`config.mk`:
```
export PLATFORM = sky130hd
export DESIGN_NAME = regfile_wb_arbiter_flat
export DESIGN_NICKNAME = d
export VERILOG_FILES = /design/src/rtl/regfile_pkg.sv /design/src/rtl/regfile_wb_arbiter_if.sv /design/src/rtl/regfile_wb_arbiter_rr_arbiter.sv /design/src/rtl/regfile_wb_arbiter.sv /design/src/flat_wrapper.sv
export SDC_FILE = /design/constraint.sdc
export NUM_CORES = 1
export LEC_CHECK = 0
export BUFFER_PORTS_ARGS = -buffer_cell sky130_fd_sc_hd__clkbuf_2
export CORE_UTILIZATION = 48
export CTS_CLUSTER_DIAMETER = 50
export DETAILED_ROUTE_END_ITERATION = 12
export GPL_TIMING_DRIVEN = 0
export PLACE_DENSITY = 0.86
export SETUP_SLACK_MARGIN = 0.15
export SLEW_MARGIN = 20
export SYNTH_ARGS = -nofsm -noshare
export SYNTH_HDL_FRONTEND = slang
export SYNTH_SLANG_ARGS = --single-unit
```
`constraint.sdc`:
```
create_clock -name clk_i -period 7.15 [get_ports clk_i]
set_input_delay 0.715 -clock clk_i [delete_from_list [all_inputs] [get_ports clk_i]]
set_output_delay 0.715 -clock clk_i [all_outputs]
set_load 0.01 [all_outputs]
```
`src/rtl/regfile_pkg.sv`:
```
// Shared register-file types and default geometry, used by the regfile
// and by the write-back arbiter that feeds its single write port.
package regfile_pkg;

    localparam int NUMREGS_DEF   = 32;
    localparam int DATAWIDTH_DEF = 32;
    localparam int ADDRW_DEF     = $clog2(NUMREGS_DEF);

    // One write-back request as presented by a requester
    typedef struct packed {
        logic [ADDRW_DEF-1:0]     addr;
        logic [DATAWIDTH_DEF-1:0] data;
    } wb_req_t;

    // What the regfile write port sees
    typedef struct packed {
        logic                     we;
        logic [ADDRW_DEF-1:0]     addr;
        logic [DATAWIDTH_DEF-1:0] data;
    } wb_port_t;

endpackage

```
`src/rtl/regfile_wb_arbiter_if.sv`:
```
// Bus bundle between the write-back requesters and the arbiter, plus the
// regfile write port, pending mask and contention counter it drives.
interface regfile_wb_arbiter_if
    import regfile_pkg::*;
#(
    parameter int NUMREQ    = 3,
    parameter int NUMREGS   = NUMREGS_DEF,
    parameter int DATAWIDTH = DATAWIDTH_DEF,
    parameter int ADDRW     = $clog2(NUMREGS),
    parameter int CNTW      = 16
) ();

    logic                          hold_i;
    logic [NUMREQ-1:0]             req_valid_i;
    logic [NUMREQ-1:0]             req_ready_o;
    logic [NUMREQ*ADDRW-1:0]       req_addr_i;
    logic [NUMREQ*DATAWIDTH-1:0]   req_data_i;
    logic                          we_o;
    logic [ADDRW-1:0]              waddr_o;
    logic [DATAWIDTH-1:0]          wdata_o;
    logic [NUMREGS-1:0]            pending_o;
    logic [CNTW-1:0]               conflict_cnt_o;

    // Requester / pipeline side
    modport master (
        output hold_i, req_valid_i, req_addr_i, req_data_i,
        input  req_ready_o, we_o, waddr_o, wdata_o, pending_o, conflict_cnt_o
    );

    // Arbiter side
    modport slave (
        input  hold_i, req_valid_i, req_addr_i, req_data_i,
        output req_ready_o, we_o, waddr_o, wdata_o, pending_o, conflict_cnt_o
    );

endinterface

```
`src/rtl/regfile_wb_arbiter_rr_arbiter.sv`:
```
// Round-robin arbiter: rotating priority pointer, one grant per cycle,
// pointer moves just past the winner so every requester gets its turn.
module rr_arbiter #(
    parameter int N    = 3,
    parameter int IDXW = (N > 1) ? $clog2(N) : 1
) (
    input  logic            clk_i,
    input  logic            rst_i,
    input  logic [N-1:0]    req_i,
    input  logic            hold_i,
    output logic [N-1:0]    grant_o,
    output logic [IDXW-1:0] grant_idx_o,
    output logic            grant_valid_o
);

    logic [IDXW-1:0] ptr_q;
    logic [IDXW-1:0] ptr_d;
    logic [IDXW:0]   cand;

    // Scan ptr, ptr+1, ... with wrap and grant the first valid requester
    always_comb begin
        grant_o       = '0;
        grant_idx_o   = '0;
        grant_valid_o = 1'b0;
        cand          = '0;
        for (int i = 0; i < N; i++) begin
            cand = (IDXW+1)'(ptr_q) + (IDXW+1)'(i);
            if (cand >= (IDXW+1)'(N)) begin
                cand = cand - (IDXW+1)'(N);
            end
            if (!hold_i && !grant_valid_o && req_i[cand[IDXW-1:0]]) begin
                grant_valid_o = 1'b1;
                grant_idx_o   = cand[IDXW-1:0];
            end
        end
        if (grant_valid_o) begin
            grant_o[grant_idx_o] = 1'b1;
        end
    end

    // Move the pointer one past the winner, wrapping at N-1; hold otherwise
    always_comb begin
        ptr_d = ptr_q;
        if (grant_valid_o) begin
            ptr_d = (grant_idx_o == IDXW'(N - 1)) ? '0 : grant_idx_o + IDXW'(1);
        end
    end

    // Priority pointer register
    always_ff @(posedge clk_i or posedge rst_i) begin
        if (rst_i) begin
            ptr_q <= '0;
        end else begin
            ptr_q <= ptr_d;
        end
    end

endmodule

```
`src/rtl/regfile_wb_arbiter.sv`:
```
// Write-back arbiter: picks one requester per cycle, stages the winning
// write for one cycle, drops writes to x0, and reports pending writes and
// how often requesters collided.
module regfile_wb_arbiter
    import regfile_pkg::*;
#(
    parameter int NUMREQ    = 3,
    parameter int NUMREGS   = NUMREGS_DEF,
    parameter int DATAWIDTH = DATAWIDTH_DEF,
    parameter int ADDRW     = $clog2(NUMREGS),
    parameter int CNTW      = 16
) (
    input logic                 clk_i,
    input logic                 rst_i,
    regfile_wb_arbiter_if.slave bus
);

    localparam int IDXW = (NUMREQ > 1) ? $clog2(NUMREQ) : 1;

    logic [NUMREQ-1:0]    grant;
    logic [IDXW-1:0]      grant_idx;
    logic                 grant_valid;
    logic [ADDRW-1:0]     grant_addr;
    logic [DATAWIDTH-1:0] grant_data;

    logic                 we_q,      we_d;
    logic [ADDRW-1:0]     waddr_q,   waddr_d;
    logic [DATAWIDTH-1:0] wdata_q,   wdata_d;
    logic [NUMREGS-1:0]   pending_q, pending_d;
    logic [CNTW-1:0]      cnt_q,     cnt_d;

    rr_arbiter #(
        .N    (NUMREQ),
        .IDXW (IDXW)
    ) u_rr_arbiter (
        .clk_i         (clk_i),
        .rst_i         (rst_i),
        .req_i         (bus.req_valid_i),
        .hold_i        (bus.hold_i),
        .grant_o       (grant),
        .grant_idx_o   (grant_idx),
        .grant_valid_o (grant_valid)
    );

    // Select the winner's address and data out of the packed request buses
    always_comb begin
        grant_addr = bus.req_addr_i[grant_idx*ADDRW +: ADDRW];
        grant_data = bus.req_data_i[grant_idx*DATAWIDTH +: DATAWIDTH];
    end

    // Next output stage: x0 writes are accepted but never enable the port
    always_comb begin
        we_d      = grant_valid && (grant_addr != '0);
        waddr_d   = grant_valid ? grant_addr : waddr_q;
        wdata_d   = grant_valid ? grant_data : wdata_q;
        pending_d = '0;
        for (int k = 0; k < NUMREGS; k++) begin
            pending_d[k] = we_d && (grant_addr == ADDRW'(k));
        end
    end

    // Count cycles where two or more requesters compete, saturating at max
    always_comb begin
        cnt_d = cnt_q;
        if (!bus.hold_i && ($countones(bus.req_valid_i) >= 2) && (cnt_q != '1)) begin
            cnt_d = cnt_q + CNTW'(1);
        end
    end

    // Output stage and counter registers; reset discards any staged write
    always_ff @(posedge clk_i or posedge rst_i) begin
        if (rst_i) begin
            we_q      <= 1'b0;
            waddr_q   <= '0;
            wdata_q   <= '0;
            pending_q <= '0;
            cnt_q     <= '0;
        end else begin
            we_q      <= we_d;
            waddr_q   <= waddr_d;
            wdata_q   <= wdata_d;
            pending_q <= pending_d;
            cnt_q     <= cnt_d;
        end
    end

    assign bus.req_ready_o    = grant;
    assign bus.we_o           = we_q;
    assign bus.waddr_o        = waddr_q;
    assign bus.wdata_o        = wdata_q;
    assign bus.pending_o      = pending_q;
    assign bus.conflict_cnt_o = cnt_q;

endmodule

```
`src/flat_wrapper.sv`:
```
// flat-port wrapper written by rule: the top's interface ports become plain ports
module regfile_wb_arbiter_flat import regfile_pkg::*;
#(
    parameter int NUMREQ    = 3,
    parameter int NUMREGS   = NUMREGS_DEF,
    parameter int DATAWIDTH = DATAWIDTH_DEF,
    parameter int ADDRW     = $clog2(NUMREGS),
    parameter int CNTW      = 16
)
  (clk_i, rst_i, bus_hold_i, bus_req_valid_i, bus_req_addr_i, bus_req_data_i, bus_req_ready_o, bus_we_o, bus_waddr_o, bus_wdata_o, bus_pending_o, bus_conflict_cnt_o);
  regfile_wb_arbiter_if #(.NUMREQ(NUMREQ), .NUMREGS(NUMREGS), .DATAWIDTH(DATAWIDTH), .ADDRW(ADDRW), .CNTW(CNTW)) bus_i ();
  input logic clk_i;
  input logic rst_i;
  input wire logic [$bits(bus_i.hold_i)-1:0] bus_hold_i;
  input wire logic [$bits(bus_i.req_valid_i)-1:0] bus_req_valid_i;
  input wire logic [$bits(bus_i.req_addr_i)-1:0] bus_req_addr_i;
  input wire logic [$bits(bus_i.req_data_i)-1:0] bus_req_data_i;
  output wire logic [$bits(bus_i.req_ready_o)-1:0] bus_req_ready_o;
  output wire logic [$bits(bus_i.we_o)-1:0] bus_we_o;
  output wire logic [$bits(bus_i.waddr_o)-1:0] bus_waddr_o;
  output wire logic [$bits(bus_i.wdata_o)-1:0] bus_wdata_o;
  output wire logic [$bits(bus_i.pending_o)-1:0] bus_pending_o;
  output wire logic [$bits(bus_i.conflict_cnt_o)-1:0] bus_conflict_cnt_o;
  assign bus_i.hold_i = bus_hold_i;
  assign bus_i.req_valid_i = bus_req_valid_i;
  assign bus_i.req_addr_i = bus_req_addr_i;
  assign bus_i.req_data_i = bus_req_data_i;
  assign bus_req_ready_o = bus_i.req_ready_o;
  assign bus_we_o = bus_i.we_o;
  assign bus_waddr_o = bus_i.waddr_o;
  assign bus_wdata_o = bus_i.wdata_o;
  assign bus_pending_o = bus_i.pending_o;
  assign bus_conflict_cnt_o = bus_i.conflict_cnt_o;
  regfile_wb_arbiter #(.NUMREQ(NUMREQ), .NUMREGS(NUMREGS), .DATAWIDTH(DATAWIDTH), .ADDRW(ADDRW), .CNTW(CNTW)) u_core (.clk_i(clk_i), .rst_i(rst_i), .bus(bus_i));
endmodule
```
# After elaboration in Yosys (flattened, before gate mapping)
# Index checks and enable logic that the tools add are counted.
# Widths: inputs -> output; s select.
[classes] n_addsub=9 multipliers=1 n_lt_le_gt_ge=9 n_eq_ne=33 shift=2 n_mux=19 reduce_logical=46
[op_table] cell="$shiftx 96x8->32" n=1
[op_table] cell="$eq 5x5->1 const B" n=16
[op_table] cell="$logic_and 1x1->1" n=41
[op_table] cell="$eq 5x4->1 const B" n=8
[op_table] cell="$add 32x1->32" n=1
[op_table] cell="$ge 32x3->1 const B" n=1
[op_table] cell="$eq 5x3->1 const B" n=4
[op_table] cell="$add 16x1->16 const B" n=1
[op_table] cell="$ne 16x16->1 const B" n=1
[op_table] cell="$shiftx 15x6->5" n=1
[op_table] cell="$mux 2" n=7
[op_table] cell="$lt 2x3->1 const B" n=4
[op_table] cell="$eq 5x2->1 const B" n=2
[op_table] cell="$mux 1" n=7
[op_table] cell="$bmux 1 s2" n=3
[op_table] cell="$ge 3x2->1 const B" n=2
[op_table] cell="$sub 2x2->2 const B" n=3
[op_table] cell="$eq 5x1->1 const B" n=1
[op_table] cell="$logic_not 5->1" n=1
[op_table] cell="$mul 2x3->5 const B" n=1
[op_table] cell="$reduce_bool 5->1" n=1
[op_table] cell="$add 2x1->3 const B" n=1
[op_table] cell="$add 2x2->3 const B" n=1
[op_table] cell="$logic_not 1->1" n=3
[op_table] cell="other kinds (7)" n=7
[word_totals] reg_bits=88 input_bits=117 out_inout_bits=89 elab_cells=125

# Depth between registers and ports, before layout
[logic_depth] depth_word=19 depth_mapped=12 mapped_depth_nobuf=9

# Modules after synthesis
# A second synthesis with hierarchy kept.
[unflattened] cells_unflattened=439 hier_area_um2=4344.2
[modules_own_cells] mod="regfile_wb_arbiter" n_inst=1 cells_per_inst=398 area_per_inst_um2=4020.1 seq_area_each_um2=2152.1
[modules_own_cells] mod="rr_arbiter" n_inst=1 cells_per_inst=41 area_per_inst_um2=324.1 seq_area_each_um2=50.0

# Worst setup path after synthesis
# No wires, ideal clock.
[synth_timing] kind="input port to output port" startpoint="input port bus_req_valid_i[0]" endpoint="output port bus_req_ready_o[0]" arrival_ns=2.636 required_ns=6.435 slack_ns=3.799 cell_stages=7 path_buffers=2 cell_sequence="mux2_4 and3_1 or3_1 o31ai_1 and2_0 clkbuf_1 clkbuf_1"
[synth_between] elab_chain_cells=17 word_cells_on_any_way=25 classes_between="order compare (2); mux (15); reduce/logical (8)"
[synth_rtl] item="from (decl)" line="flat_wrapper.sv:15" text="input wire logic [$bits(bus_i.req_valid_i)-1:0] bus_req_valid_i;"
[synth_rtl] item="$bmux 1 s2" line="regfile_wb_arbiter_rr_arbiter.sv:31" text="if (!hold_i && !grant_valid_o && req_i[cand[IDXW-1:0]]) begin"
[synth_rtl] item="$mux 1 (implied by the code)" line="regfile_wb_arbiter_rr_arbiter.sv:31"
[synth_rtl] item="$logic_and 1x1->1" line="regfile_wb_arbiter_rr_arbiter.sv:31"
[synth_rtl] item="$mux 1" line="regfile_wb_arbiter_rr_arbiter.sv:31"
[synth_rtl] item="$logic_not 1->1" line="regfile_wb_arbiter_rr_arbiter.sv:31"
[synth_rtl] item="$logic_and 1x1->1 (2 in a row)" line="regfile_wb_arbiter_rr_arbiter.sv:31"
[synth_rtl] item="$mux 1" line="regfile_wb_arbiter_rr_arbiter.sv:31"
[synth_rtl] item="$logic_not 1->1" line="regfile_wb_arbiter_rr_arbiter.sv:31"
[synth_rtl] item="$logic_and 1x1->1 (2 in a row)" line="regfile_wb_arbiter_rr_arbiter.sv:31"
[synth_rtl] item="$mux 2" line="regfile_wb_arbiter_rr_arbiter.sv:31"
[synth_rtl] item="$lt 2x3->1 (implied by the code) / $ge 2x1->1 (equally long branches)" line="regfile_wb_arbiter_rr_arbiter.sv:37" text="grant_o[grant_idx_o] = 1'b1;"
[synth_rtl] item="$logic_and 1x1->1 (implied by the code)" line="regfile_wb_arbiter_rr_arbiter.sv:37"
[synth_rtl] item="$mux 1 (implied by the code)" line="regfile_wb_arbiter_rr_arbiter.sv:37"
[synth_rtl] item="$demux 1 s2" line="regfile_wb_arbiter_rr_arbiter.sv:37"
[synth_rtl] item="$mux 3 *" line="regfile_wb_arbiter_rr_arbiter.sv:36" text="if (grant_valid_o) begin"
[synth_rtl] item="to (decl)" line="flat_wrapper.sv:18" text="output wire logic [$bits(bus_i.req_ready_o)-1:0] bus_req_ready_o;"
# Every way passes the cells marked *; elsewhere a longest branch is shown, timed or not. The select of a mux whose other input is x is not followed.

# Worst setup path after layout
[layout_timing] startpoint="register u_core.u_rr_arbiter.ptr_q[1]" endpoint="output port bus_req_ready_o[0]"
[layout_between] elab_chain_cells=19 word_cells_on_any_way=36 classes_between="add/sub (5); order compare (5); mux (18); reduce/logical (8)"
[layout_rtl] item="from (decl)" line="regfile_wb_arbiter_rr_arbiter.sv:16" text="logic [IDXW-1:0] ptr_q;"
[layout_rtl] item="from (signal assigned)" line="regfile_wb_arbiter_rr_arbiter.sv:54" text="ptr_q <= ptr_d;"
[layout_rtl] item="parallel branches: the longest is 18 deep, another holds $add 2x1->3"
[layout_rtl] item="$mux 3 *" line="regfile_wb_arbiter_rr_arbiter.sv:36"
# Mark *: on every way between the ends. The select of a mux whose other input is x is not followed.

==> summary.md <==
| Metric | Value |
|---|---|
| Finished Layout Cells | `689` |
| Final-layout fill cell count | `639` |
| P_leak | `approximately 2.8 nW` |
| Htree depth | `3` |
| Hold slack | `0.388 ns` |
| Status | `completed` |
| DPL Wire Length | `about 8.3 mm` |
| # IOs | `around 200` |
| Final worst path period share | `0.625` |
| CTS resizes | `0` |
| Ys flop type | `dfrtp_1` |
| Fin. Hold Viols | `0` |
| First-pass GRT wire length | `17.3 mm` |
| Total track usage | `0.266` |
| Final setup fails | `0` |
| TritonRoute pass-1 iters | `8` |
| Detailed Route Iter0 Violations | `between 300 and 400` |
| Skew-Pair Late Insertion Delay | `between 0.3 and 0.4 ns` |
| CTS Buf Count | `9` |
| Critical Path RT | `6.43 ns` |
| Die Y-Extent | `91.6 um` |
| Placed Cells | `673` |
| Post-synth top area share | `0.571` |
| Max rail drop VDD | `213 uV` |
| Nets@finish | `704` |
| Starting Density | `0.499` |
| CTS clk-pin slew, worst paths | `about 0.09 ns` |
| Port buffer count | `205` |
| Largest net degree at the start of global routing | `49` |
| Fmax | `0.224 GHz` |
| Final Critical Period | `roughly 4.5 ns` |
| Mapped Area | `around 3900 sq um` |
| DRC viols | `0` |
| Diodes inserted | `0` |
| CP startpoint kind | `flop` |
| Pins Over Slew Limit | `0` |
| GRT Residual Overflow | `0` |
| GP Congestion | `0.857` |
| Crit path max fanout | `10` |
| Yosys Warn Count | `0` |
| Least-Margin Pin Slew | `1.05 ns` |
| Share of layout cells above drive strength 1 | `0.388` |
| Clk sinks | `~90` |
| Synth Net Count | `487` |
| Vias in the first global route | `3647` |
| Root buffer cell | `clkbuf_8` |
| Reg-to-reg slack, setup | `approximately 3.4 ns` |
| Vias | `between 3000 and 4000` |
| Core area | `7730 sq um` |
| Setup TNS | `0 ns` |
| Mapped Avg Cell Area | `10.6 sq um` |
| Post-Route WL | `around 11 mm` |
| Worst clock skew | `~0.011 ns` |
| Rel. slew slack | `0.299` |
| Setup bufs post-CTS | `0` |
| Die ar. | `8390 sq um` |
| Distinct cell type count after synthesis | `46` |
| Hold WC Path Type | `primary input to async pin` |
| Vias/cell | `5.47` |
| Critical-path cell list | `inv_1 > ha_1 > mux2_4 > and3_1 > or3_1 > o31ai_1 > and2_0 > clkbuf_1 > clkbuf_1 > clkbuf_2` |
| Power Dens Cells | `408 nW/um^2` |
| Detail-routed net length per standard cell | `15.7 um` |
| CP max-delay cell | `o31ai_1` |
| CTS tree | `done` |
| CTS Hold Buffers Added | `0` |
| WS Path Type | `flop to output port` |
| Synth area leader | `dfrtp_1` |
| Synth area leaders | `dfrtp_1, a222oi_1, nand2_1` |
| Number of flops mapped to enable cells by yosys | `0` |
| Die W | `91.6 um` |
| Worst EP arrival | `3.75 ns` |
| Standard-cell rows | `32` |
| Synthesis-to-finish area growth | `37.0%` |
| Antenna violations before repair | `0` |
| Slowest cell delay on critical path | `0.67 ns` |
| Critical Path Sink Type | `output port` |
| Clk buf depth | `2` |
| Post-synthesis sequential area ratio | `0.571` |
| Post-Synthesis Cells | `365` |
| Synthesized flop and latch total | `88` |
| RSZ-0062 raised after global routing | `no` |
| Final Util | `0.683` |
| Critical path's most frequent cell | `clkbuf_1` |
| Total of max-cap violations | `0` |
| Final ANT Viol Nets | `0` |
| Post-synth ARST share | `1.00` |
[state kept, by name, indices dropped and copies added (netlist names)]
name,count
u_core.bus.conflict_cnt_o,16
u_core.bus.wdata_o,32
u_core.u_rr_arbiter.ptr_q,2
u_core.bus.waddr_o,5
u_core.bus.we_o,1
u_core.bus.pending_o,32
[cells by family after synthesis]
kind of cell    count (synthesis)  share of synthesized area
buf+inv                        31                     0.0305
xor+xnor                       15                     0.0341
simple gates                  151                      0.187
other cells                     1                   0.000973
mux                             5                     0.0149
fa+ha+maj                       5                     0.0162
flops                          88                      0.571
compound gates                 69                      0.145
[cells in the mapped netlist (all sizes together), types with 3 or more instances]
cell    number
dfrtp       88
nand2       70
nor2        35
a222oi      34
clkbuf      25
o21ai       18
xnor2       13
ha           5
nand3        5
nand4        5
nor4         5
or4b         5
a21oi        4
and4         4
inv          4
and2         3
mux2         3
nand2b       3
[report_power, final]
group / internal, mW / leakage [nW] / total, mW / switching (mW)
Clock: 0.236 / 0.122 / 0.423 / 0.186
Sequential: 0.649 / 1.14 / 0.741 / 0.0924
Combinational: 0.385 / 1.50 / 0.989 / 0.604
[cell type report]
class | count | area [sq um] | area share
timing repair buffer | 206 | 1050 | 0.198
clock buffer | 9 | 124 | 0.0235
inverter | 4 | 17.5 | 0.00332
tap | 102 | 128 | 0.0242
multi-input combinational | 246 | 1540 | 0.291
clock inverter | 7 | 126 | 0.0239
buffer | 27 | 103 | 0.0194
sequential | 88 | 2200 | 0.417
[metal layers]
layer / part of all wire / global-route usage / up-vias
met5: 0 / 0 / -
met3: 0.067 / 0.0539 / 24
li1: - / - / 1765
met4: 0.022 / 0.112 / 0
met2: 0.52 / 0.462 / 192
met1: 0.39 / 0.322 / 1791
[critical path, delay by kind of cell (launching register included)]
family / cells / cell delay [ns]
multiplexers: 1 / 0.33
adder cells (fa/ha/maj): 1 / 0.24
buffers and inverters: 4 / 1.00
AO/OA/AOI/OAI: 1 / 0.67
AND/OR/NAND/NOR: 3 / 0.76
flip-flops: 1 / 0.40
[stage by stage]
| step | area, sq um | worst slack [ns] | power [mW] |
|---|---|---|---|
| 3_3_place_gp | 5010 | 3.01 | 1.70 |
| 6_report | 5280 | 2.68 | 2.15 |
| 5_1_grt | 5280 | 2.40 | 2.31 |
| 2_1_floorplan | 3850 | 3.80 | 1.36 |
| 3_5_place_dp | 5030 | 3.00 | 1.74 |
| 4_1_cts | 5280 | 2.67 | 2.16 |
[layout by cell type (no fill, tap or decap), types with 3 or more instances in the layout]
master and count:
a21oi_1 4, xnor2_1 13, clkbuf_2 205, inv_1 3, a222oi_1 34, bufinv_16 3
nand4_1 5, or4b_1 5, dfrtp_1 88, clkbuf_1 25, nand2_1 70, o21ai_0 18
clkbuf_8 9, and4_1 4, nand3_1 5, nor4_1 5, nand2b_1 3, ha_1 5
nor2_1 35
[worst paths after layout]
path | startpoint | end | cells past startpoint
setup / recovery | u_core.u_rr_arbiter.ptr_q[1] | bus_req_ready_o[0] | 10
hold / removal | rst_i | u_core.bus.wdata_o[1] | 2
setup reg to reg | u_core.u_rr_arbiter.ptr_q[1] | u_core.bus.pending_o[6] | 9
hold reg to reg | u_core.bus.wdata_o[19] | u_core.bus.wdata_o[19] | 2
max in group asynchronous | rst_i | u_core.bus.pending_o[15] | 3
min in group clk_i | u_core.bus.wdata_o[19] | u_core.bus.wdata_o[19] | 2
Power figures use the tool's default switching activity.
